--- src/rtl/vldrdy_pkg.sv ---
// Shared types and elaboration-time checks for the valid/ready stream source.
// The legal PACK values are kept as a bit mask indexed by the PACK value.
package vldrdy_pkg;

    typedef enum logic {
        IDLE = 1'b0,
        RUN  = 1'b1
    } state_t;

    // Bit p is set when PACK=p is a supported words-per-beat value (1, 2, 4).
    localparam logic [4:0] PACK_LEGAL = 5'b10110;

    function automatic bit pack_is_legal(input int p);
        logic [2:0] idx;
        idx = p[2:0];
        return (p >= 0 && p <= 4) ? PACK_LEGAL[idx] : 1'b0;
    endfunction

    function automatic bit is_pow2(input int v);
        return (v > 0) && ((v & (v - 1)) == 0);
    endfunction

endpackage

--- src/rtl/vldrdy_src_mem.sv ---
// Word buffer for the stream source: flop array with one synchronous write
// port and PACK asynchronous read ports, so a whole beat is read in one cycle.
module vldrdy_src_mem
    import vldrdy_pkg::*;
#(
    parameter int WWIDTH = 8,
    parameter int DEPTH  = 32,
    parameter int PACK   = 1,
    localparam int AW    = $clog2(DEPTH)
) (
    input  logic                     clk,
    input  logic                     wr_en,
    input  logic [AW-1:0]            wr_addr,
    input  logic [WWIDTH-1:0]        wr_data,
    input  logic [PACK*AW-1:0]       rd_addr,
    output logic [PACK*WWIDTH-1:0]   rd_data
);

    logic [WWIDTH-1:0] mem [DEPTH];

    if (!is_pow2(DEPTH)) begin : g_bad_depth
        $error("vldrdy_src_mem: DEPTH must be a power of two");
    end

    // Contents are deliberately left unreset so a loaded pattern survives rst.
    always_ff @(posedge clk) begin
        if (wr_en) begin
            mem[wr_addr] <= wr_data;
        end
    end

    for (genvar i = 0; i < PACK; i++) begin : g_rd
        assign rd_data[i*WWIDTH +: WWIDTH] = mem[rd_addr[i*AW +: AW]];
    end

endmodule

--- src/rtl/vldrdy_stream_src.sv ---
// Plays a preloaded word buffer out on a valid/ready stream, PACK words per
// beat, either once (with a done pulse) or looping until told to stop.
module vldrdy_stream_src
    import vldrdy_pkg::*;
#(
    parameter int WWIDTH = 8,
    parameter int PACK   = 1,
    parameter int DEPTH  = 32,
    localparam int AW    = $clog2(DEPTH)
) (
    input  logic                     clk,
    input  logic                     rst,
    input  logic                     cfg_en,
    input  logic                     start,
    input  logic                     loop,
    input  logic [AW:0]              len,
    input  logic                     wr_en,
    input  logic [AW-1:0]            wr_addr,
    input  logic [WWIDTH-1:0]        wr_data,
    output logic                     dst_val,
    input  logic                     dst_rdy,
    output logic [WWIDTH*PACK-1:0]   dst_data,
    output logic                     dst_last,
    output logic                     busy,
    output logic                     done,
    output logic [15:0]              beat_cnt
);

    if (!pack_is_legal(PACK)) begin : g_bad_pack
        $error("vldrdy_stream_src: PACK must be 1, 2 or 4");
    end
    if (!is_pow2(DEPTH) || DEPTH < 4) begin : g_bad_depth
        $error("vldrdy_stream_src: DEPTH must be a power of two and at least 4");
    end

    localparam logic [AW:0]   DEPTH_W = (AW+1)'(DEPTH);
    localparam logic [AW:0]   PACK_W  = (AW+1)'(PACK);
    localparam logic [AW+1:0] PACK_X  = (AW+2)'(PACK);

    state_t        state_q, state_d;
    logic [AW:0]   rd_ptr_q, rd_ptr_d;
    logic [AW:0]   len_q, len_d;
    logic          loop_q, loop_d;
    logic          done_q, done_d;
    logic [15:0]   beat_cnt_q, beat_cnt_d;

    logic                    run;
    logic                    start_ok;
    logic                    accept;
    logic [AW+1:0]           ptr_end;
    logic [AW:0]             slot_idx [PACK];
    logic [PACK*AW-1:0]      rd_addr;
    logic [PACK*WWIDTH-1:0]  rd_words;

    vldrdy_src_mem #(
        .WWIDTH (WWIDTH),
        .DEPTH  (DEPTH),
        .PACK   (PACK)
    ) u_mem (
        .clk     (clk),
        .wr_en   (wr_en && (state_q == IDLE)),
        .wr_addr (wr_addr),
        .wr_data (wr_data),
        .rd_addr (rd_addr),
        .rd_data (rd_words)
    );

    assign run      = (state_q == RUN);
    assign start_ok = start && cfg_en && (len != '0) && (len <= DEPTH_W);
    assign ptr_end  = {1'b0, rd_ptr_q} + PACK_X;

    // dst_val is combinational on cfg_en so a disable takes effect at once.
    assign dst_val  = run && cfg_en;
    assign dst_last = run && (ptr_end >= {1'b0, len_q});
    assign accept   = dst_val && dst_rdy;
    assign busy     = run;
    assign done     = done_q;
    assign beat_cnt = beat_cnt_q;

    // Slot 0 lands in the MSBs; slots past the pass length read as zero.
    for (genvar i = 0; i < PACK; i++) begin : g_slot
        assign slot_idx[i]              = rd_ptr_q + (AW+1)'(i);
        assign rd_addr[i*AW +: AW]      = slot_idx[i][AW-1:0];
        assign dst_data[(PACK-1-i)*WWIDTH +: WWIDTH] =
            (run && (slot_idx[i] < len_q)) ? rd_words[i*WWIDTH +: WWIDTH] : '0;
    end

    always_ff @(posedge clk) begin
        if (rst) begin
            state_q    <= IDLE;
            rd_ptr_q   <= '0;
            len_q      <= '0;
            loop_q     <= 1'b0;
            done_q     <= 1'b0;
            beat_cnt_q <= '0;
        end else begin
            state_q    <= state_d;
            rd_ptr_q   <= rd_ptr_d;
            len_q      <= len_d;
            loop_q     <= loop_d;
            done_q     <= done_d;
            beat_cnt_q <= beat_cnt_d;
        end
    end

    always_comb begin
        state_d    = state_q;
        rd_ptr_d   = rd_ptr_q;
        len_d      = len_q;
        loop_d     = loop_q;
        done_d     = 1'b0;
        beat_cnt_d = beat_cnt_q;

        case (state_q)
            IDLE: begin
                if (start_ok) begin
                    state_d  = RUN;
                    rd_ptr_d = '0;
                    len_d    = len;
                    loop_d   = loop;
                end
            end
            RUN: begin
                // A stop request only clears the loop flag; the pass in
                // flight still runs to its final beat.
                if (start && !loop) begin
                    loop_d = 1'b0;
                end
                if (accept) begin
                    beat_cnt_d = beat_cnt_q + 16'd1;
                    if (dst_last) begin
                        rd_ptr_d = '0;
                        if (!loop_q) begin
                            state_d = IDLE;
                            done_d  = 1'b1;
                        end
                    end else begin
                        rd_ptr_d = rd_ptr_q + PACK_W;
                    end
                end
            end
            default: begin
                state_d = IDLE;
            end
        endcase
    end

endmodule

--- config.mk ---
export PLATFORM = sky130hd
export DESIGN_NAME = vldrdy_stream_src
export DESIGN_NICKNAME = d
export VERILOG_FILES = /design/src/rtl/vldrdy_pkg.sv /design/src/rtl/vldrdy_src_mem.sv /design/src/rtl/vldrdy_stream_src.sv
export SDC_FILE = /design/constraint.sdc
export NUM_CORES = 1
export LEC_CHECK = 0
export BUFFER_PORTS_ARGS = -buffer_cell sky130_fd_sc_hd__buf_2
export CAP_MARGIN = 5
export CORE_UTILIZATION = 65
export CTS_CLUSTER_SIZE = 20
export DETAILED_ROUTE_END_ITERATION = 8
export GPL_TIMING_DRIVEN = 0
export PLACE_DENSITY = 0.8
export SLEW_MARGIN = 20
export SYNTH_ARGS = -nofsm -noshare
export SYNTH_HDL_FRONTEND = slang
export SYNTH_SLANG_ARGS = --single-unit
--- constraint.sdc ---
create_clock -name clk -period 6.4 [get_ports clk]
set_clock_uncertainty 0.05 [all_clocks]
set_input_delay 0.32 -clock clk [delete_from_list [all_inputs] [get_ports clk]]
set_output_delay 0.32 -clock clk [all_outputs]
set_load 0.01 [all_outputs]
# [After elaboration in Yosys (flattened, before gate mapping)]
# Memory sizes are Yosys's and may differ from the RTL's. A register that Yosys moved wholly into a read port is not among the register bits.
# Index checks and enable logic that the tools add are counted.
[word_totals] mem_count=1 out_inout_bits=28 input_bits=26 ram_bits=256 regBits=31
[memory_table] name="u_mem.mem" words=32 width=8 read_ports=1 rd_ports_with_merged_regs=1 wr=1 line_no="vldrdy_src_mem.sv:19" source="logic [WWIDTH-1:0] mem [DEPTH];"
[classes] n_eq_ne=3 bitwise=3 n_addsub=3 reduce_logical=16 magnitude_cmp=3 mux=18
[ops] op="6-bit two-way mux" n=3
[ops] op="16-bit by 1-bit adder with 16-bit output, second input constant" n=1
[ops] op="6-bit one-hot mux with 2 select lines" n=1
[ops] op="5-bit two-way mux" n=2
[ops] op="1-bit logical AND" n=9
[ops] op="1-bit two-way mux" n=9
[ops] op="8-bit two-way mux" n=1
[ops] op="2-bit AND reduction" n=4
[ops] op="6-bit by 1-bit adder with 7-bit output, second input constant" n=1
[ops] op="7-bit by 6-bit greater-or-equal comparator with 1-bit output" n=1
[ops] op="6-bit by 1-bit adder with 6-bit output, second input constant" n=1
[ops] op="6-bit <= comparator, second input constant" n=1
[ops] op="6-bit less-than comparator" n=1
[ops] op="6-bit nonzero test" n=1
[ops] op="2-bit by 1-bit != test with 1-bit output, second input constant" n=2
[ops] op="1-bit one-hot mux with 2 select lines" n=2
[ops] op="4-bit OR reduction" n=1
[ops] op="1-bit inverter" n=3
[ops] op="2-bit != test, second input constant" n=1
[ops] op="1-bit logical NOT" n=1

# [Logic depth before layout (Yosys ltp)]
# Gate-level depths: netlist (run 1).
[logic_depth] word_depth=8 depth_mapped=10 ltp_nobuf=9

# [By module]
# A second synthesis (run 1) with hierarchy kept.
[unflattened] hier_cells=611 hier_area_um2=11598.6
[by_module_without_submodules] mod="vldrdy_src_mem" seq_area_each_um2=7687.4 instances=1 cells_each=409 area_per_inst_um2=9893.2
[by_module_without_submodules] mod="vldrdy_stream_src" seq_area_each_um2=620.6 instances=1 cells_each=202 area_per_inst_um2=1705.4

# [Worst setup path after synthesis (run 1)]
# Ideal clock, no wire load.
[synth_timing] path_kind="register to output" start="reg (tool-made name)" end="out dst_data[3]" t_arrival_ps=1920 slack_ps=4110 stages_incl_launch_ff=8 t_required_ps=6030 n_path_buf=3 cell_sequence="dfxtp_1 -> buf_6 -> buf_6 -> buf_2 -> mux4_2 -> mux2i_1 -> a21oi_1 -> a22o_1"
[synth_rtl] item="to (decl)" line_no="vldrdy_stream_src.sv:22" source="output logic [WWIDTH*PACK-1:0] dst_data,"

==> flow_summary_export.csv, run 1 <==
group,metric,value,unit
run_status,status,"completed",
die,initial_core_util,67.2,%
clock_network,post_cts_buffers,0,
final_layout,layout.cells.most_common,"edfxtp_1",
critical_path,worstPathRequired,6030,ps
route,ant_nets,0,
die,die_y,136,um
logic_synthesis,yosysTopAreaCell,"edfxtp_1",
die,core_area,0.0175,mm2
logic_synthesis,ys_types,47,
hold_path,whs_endpoint,"len_q[2]$_SDFFE_PP0P_",
logic_synthesis,synth.avg_cell_area,17.9,um2
clock_network,clockBufferDepth,3,
die,fp.dieW,136,um
die,rows,48,
sta,final.setup.tns,0,ps
critical_path,r2r_slack,3680,ps
route,avgRoutedWirePerCell,25.5,um
final_layout,synthToLayoutAreaGrowth,13.5,%
critical_path,arrival,3390,ps
critical_path,worstPathMaxFanout,10,
route,dr.pass1.iters,7,
critical_path,start_kind,"flip-flop",
critical_path,worst_path_most_repeated_cell,"buf_2",
sta,finalHoldViolations,0,
final_layout,final_cell_mix,"edfxtp_1, mux4_2, buf_2, nor2_1, dfxtp_1",
route,drc,0,
route,wl,25100,um
final_layout,antenna_cells,0,
clock_network,tritoncts,"done",
logic_synthesis,synthTopCellsByArea,"edfxtp_1, mux4_2, dfxtp_1, nor2_1, ha_1",
die,io_pins,54,
clock_network,cts_resized,0,
logic_synthesis,post_synth_inst_count,655,
critical_path,worstReg2RegEnd,"u_mem.mem[2][7]$_DFFE_PP_",
power_and_ir_drop,power,3960,uW
critical_path,crit_slowest_cell,"buf_1",
sta,rsz0062_at_grt,"no",
sta,setup_viol,0,
sta,fmax,0.266,GHz
grt,antenna_found_initial,0,
place,hpwl,15700,um
power_and_ir_drop,p_leak,0.00436,uW
power_and_ir_drop,vdd_ir_drop_max,0.000278,V
clock_network,cts-root-buf,"clkbuf_16",
clock_network,clkSinkCount,292,
final_layout,nets,782,
die,dieArea,0.0186,mm2
power_and_ir_drop,power.density,297,mW/mm2
hold_path,hold_start,"len[2]",
sta,final.period_utilization,58.7,%
sta,relSlewSlack,40.0,%
grt,grtUsageTotal,28.5,%
grt,grt_max_degree,33,
hold_path,whs_path_depth,3,
logic_synthesis,synth-seq-cells,292,
critical_path,crit_type,"flip-flop to primary output",
route,viasPerCell,6.53,
route,drt_iter0_drc,702,
clock_network,htreeDepth,1,
final_layout,fill_cells,938,
clock_network,clk_pin_slew,60,ps
critical_path,reg2reg_from,"busy$_SDFF_PP0_",
grt,overflow,0,
sta,worst_pin_slew,897,ps
route,vias,6456,
critical_path,cp_slowest_stage_delay,550,ps
clock_network,cts_buffers,28,
logic_synthesis,async_flop_share,0,%
grt,grt_pass1_wl,37800,um
logic_synthesis,synth_top_area_share,65.5,%
place,io_buffer_count,52,
logic_synthesis,syn-num-nets,695,
job,maxCapViolations,0,
logic_synthesis,synth-seq-area-share,71.6,%
logic_synthesis,synth_edf_count,256,
logic_synthesis,synthFlopType,"edfxtp_1",
grt,grt_pass1_vias,6413,
final_layout,drive_above_1_share,23.6,%
place,gp_congestion,0.838,
sta,period_minus_slack,3760,ps
clock_network,clk_latency,530,ps
critical_path,end_kind,"primary output",
critical_path,path_cells,"buf_2, buf_2, buf_1, mux4_2, mux2i_1, a21oi_1, a22o_1, buf_2",
hold_path,hp-class,"input port to flip-flop",
critical_path,rr_worst_depth,5,
logic_synthesis,netlist_area,0.0117,mm2
sta,finalMaxSlewViolations,0,
logic_synthesis,ys_warn_count,0,
==> sequential cells by signal, summed over array words and instances (netlist names), named ones only <==
name / cells
busy: 1
rd_ptr_q: 6
beat_cnt: 16
u_mem.mem: 256
loop_q: 1
done: 1
len_q: 6
==> power breakdown <==
part,internal [uW],switching [uW]
combinational,27.7,69.5
clock,1100,677
sequential,2080,4.26
total,3210,751
==> area by class of cell <==
type                    instances  area [um2]  area share [%]
repair buffers                 57         310            2.33
plain buffers                  32         165            1.24
clock inverters                18         256            1.92
clock buffers                  33         741            5.56
inverters                       7        26.3           0.197
well taps                     225         282            2.11
flip-flops and latches        292        8410            63.1
multi-input cells             324        3140            23.6
==> metal layers <==
| metal | share of wire [%] | wire (um) | track usage [%] |
|---|---|---|---|
| met1 | 38 | 9620 | 39.2 |
| met3 | 9.6 | 2400 | 5.93 |
| met2 | 48 | 12200 | 45.7 |
| met5 | 0 | 0 | 0 |
| met4 | 3.7 | 937 | 10.1 |
==> kinds of logic (layout without fill, tap and decap cells) <==
kind of cell	count (synthesis)	in the layout	share of synthesized area [%]
DFF	292	292	71.6
and+or+nand+nor	146	146	6.27
buffers and inverters	39	147	1.63
xor gates and xnor gates	18	18	1.34
adders and majority gates	14	14	1.49
muxes	82	82	13.8
AOI/OAI and AO/OA	64	64	3.82
==> per-stage QoR <==
step	std cells	hold slack, ps	utilization [%]	worst slack (ps)	cell area, um2
6_report	988	10.2	76.3	2640	13300
5_1_grt	988	10.7	76.3	2590	13300
4_1_cts	988	0.592	76.3	2690	13300
3_5_place_dp	932	401	70.3	3360	12300
3_3_place_gp	932	403	70.3	3390	12300
2_1_floorplan	655	369	-	4110	11700
==> worst max-delay path by stage <==
stage,startpoint,endpoint,slack [ps],cells after the start
floorplan,flip-flop,dst_data[3],4110,7
global placement,flip-flop,dst_data[1],3390,8
detailed placement,flip-flop,dst_data[1],3360,8
CTS,flip-flop,dst_data[1],2690,8
global route,flip-flop,dst_data[1],2590,8
finish,flip-flop,dst_data[1],2640,8
==> critical path: cells and delay by family (launching register included) <==
kind                   cells  cell delay, ps
AOI/OAI and AO/OA          2             430
DFF                        1             300
muxes                      2             850
buffers and inverters      4            1270
==> cells in the mapped netlist, types with 4 or more instances <==
library cell	instances
nand4_1	6
dfxtp_1	36
nand2_1	22
a211oi_1	17
nand3_1	12
a21oi_1	23
nor2_1	57
and3_1	7
a22o_2	4
mux2i_1	17
ha_1	14
buf_2	5
xnor2_1	5
buf_4	4
inv_1	7
nor2b_1	20
mux4_2	64
a22o_1	8
xor2_1	13
clkbuf_1	12
buf_1	7
edfxtp_1	256
==> timing repair <==
action | 4_1_cts | 5_1_grt
endpoints found under the setup margin | 0 | 0
hold buffers | 5 | 0
hold endpoints to repair | 5 | 0
Note: power is estimated with default switching activity, not from simulation.
==> run 2: changes to the inputs <==
--- a/config.mk
+++ b/config.mk
@@ -7,11 +7,11 @@
 export LEC_CHECK = 0
 export BUFFER_PORTS_ARGS = -buffer_cell sky130_fd_sc_hd__buf_2
 export CAP_MARGIN = 5
-export CORE_UTILIZATION = 65
+export CORE_UTILIZATION = 61
 export CTS_CLUSTER_SIZE = 20
 export DETAILED_ROUTE_END_ITERATION = 8
 export GPL_TIMING_DRIVEN = 0
-export PLACE_DENSITY = 0.8
+export PLACE_DENSITY = 0.75
 export SLEW_MARGIN = 20
 export SYNTH_ARGS = -nofsm -noshare
 export SYNTH_HDL_FRONTEND = slang
==> constraint.sdc (replaced) <==
create_clock -name clk -period 3.8 [get_ports clk]
set_clock_uncertainty 0.05 [all_clocks]
set_input_delay 0.19 -clock clk [delete_from_list [all_inputs] [get_ports clk]]
set_output_delay 0.19 -clock clk [all_outputs]
set_load 0.01 [all_outputs]
==> run 2 against run 1 <==
  * Clock-buffer cell count increased by 9
  * Power increased by 62%
  * Routed wire length decreased by 2.3%
  * Worst setup slack got worse by 2400 ps
  * Sequential share of layout area about the same
  * Design area about the same
  * Sequential power increased by 68%
  * First-iteration DRC count decreased by 18%
  * Worst hold slack improved by 34 ps
==> flow_summary_export.csv, run 2 (same netlist as run 1, synthesis figures left out) <==
group,metric,value,unit
clock_network,cts-root-buf,"clkbuf_16",
job,maxCapViolations,0,
sta,setup_slack,210,ps
route,routed.top_layer,"met4",
clock_network,clockBufferDepth,3,
route,vias,6375,
route,drt_iter0_drc,575,
sta,fmax,0.279,GHz
die,rows,50,
die,fp.dieW,141,um
route,drc,0,
die,initial_core_util,62.5,%
run_status,status,"completed",
grt,grtUsageTotal,25.7,%
critical_path,start_kind,"flip-flop",
route,avgRoutedWirePerCell,24.4,um
clock_network,htreeDepth,1,
clock_network,cts_buffers,29,
route,wl,24600,um
grt,grt_pass1_wl,37200,um
final_layout,synthToLayoutAreaGrowth,13.6,%
hold_path,hp-class,"input port to flip-flop",
sta,finalMaxSlewViolations,0,
sta,period_minus_slack,3590,ps
critical_path,worstPathMaxFanout,10,
power_and_ir_drop,power,6430,uW
sta,finalHoldViolations,0,
final_layout,antenna_cells,0,
final_layout,largest_reg_flops,256,
route,ant_nets,0,
place,hpwl,15700,um
critical_path,crit_type,"flip-flop to primary output",
route,met3_length,1630,um
sta,holdWs,43.8,ps
final_layout,top_register,"u_mem.mem",
route,wl_met1,9810,um
clock_network,clkSinkCount,292,
critical_path,arrival,3350,ps
place,io_buffer_count,52,
critical_path,worstPathRequired,3560,ps
die,core_area,0.0188,mm2
clock_network,clk_latency,540,ps
grt,antenna_found_initial,0,
route,wl_met2,12400,um
clock_network,clk_pin_slew,60,ps
sta,setup_viol,0,
final_layout,nets,789,
sta,rsz0062_at_grt,"no",
clock_network,tritoncts,"done",
final_layout,layout.cells.most_common,"edfxtp_1",
power_and_ir_drop,p_leak,0.00437,uW
final_layout,fin_util,71.0,%
sta,relSlewSlack,44.7,%
sta,final.setup.tns,0,ps
die,dieArea,0.0198,mm2
power_and_ir_drop,vdd_ir_drop_max,0.000440,V
route,dr.pass1.iters,5,
die,io_pins,54,
grt,grt_max_degree,33,
die,die_y,141,um
grt,overflow,0,
final_layout,drive_above_1_share,24.2,%
place,place_ws,798,ps
sta,worst_pin_slew,826,ps
route,viasPerCell,6.34,
final_layout,final_cell_mix,"edfxtp_1, mux4_2, buf_2, nor2_1, dfxtp_1",
place,gp_congestion,0.869,
sta,final.period_utilization,94.5,%
critical_path,end_kind,"primary output",
power_and_ir_drop,power.density,482,mW/mm2
grt,grt_pass1_vias,6491,
## run 2: area by class of cell
class / instances / area (um2)
sequential: 292 / 8410
fill: 1171 / 5440
multi-input combinational: 324 / 3140
clock buffer: 42 / 835
timing repair buffer: 63 / 370
tap: 234 / 293
buffer: 32 / 165
clock inverter: 12 / 95.1
inverter: 7 / 26.3
## run 2: final timing paths
kind / startpoint / cells past startpoint / slack (ps) / to
max: flip-flop / 8 / 210 / dst_data[0]
min: dst_rdy / 4 / 40 / busy$_SDFF_PP0_
max reg2reg: busy$_SDFF_PP0_ / 5 / 1080 / u_mem.mem[10][6]$_DFFE_PP_
min reg2reg: len_q[3]$_SDFFE_PP0P_ / 2 / 430 / len_q[3]$_SDFFE_PP0P_
## run 2: repair_timing
item,in CTS,in global routing
buffers inserted,0,0
endpoints found under the hold margin,9,0
hold buffers,11,0
gates resized for setup,0,0
## run 2: routing by layer
metal	vias up	track usage, %
li1	2789	-
met1	3262	34.2
met5	-	0
met4	0	8.64
met2	272	44.0
met3	52	3.97
## run 2: worst max-delay path: stages (launching register included)
cell and delay (ps):
dfxtp_1 310, buf_2 260, buf_2 350, buf_1 570
mux4_2 400, a211oi_1 430, a21oi_1 100, a22o_1 240
buf_2 150
## run 2: stage by stage
step                cells  instance area [um2]
finish               1006                13300
global route         1006                13300
CTS                  1006                13300
detailed placement    941                12300
global placement      941                12300
floorplan             655                11700
## run 2: power breakdown
group | internal (uW) | switching, uW | total (uW)
sequential | 3510 | 6.82 | 3520
combinational | 49.8 | 117 | 167
clock | 1590 | 1150 | 2750
total | 5150 | 1280 | 6430
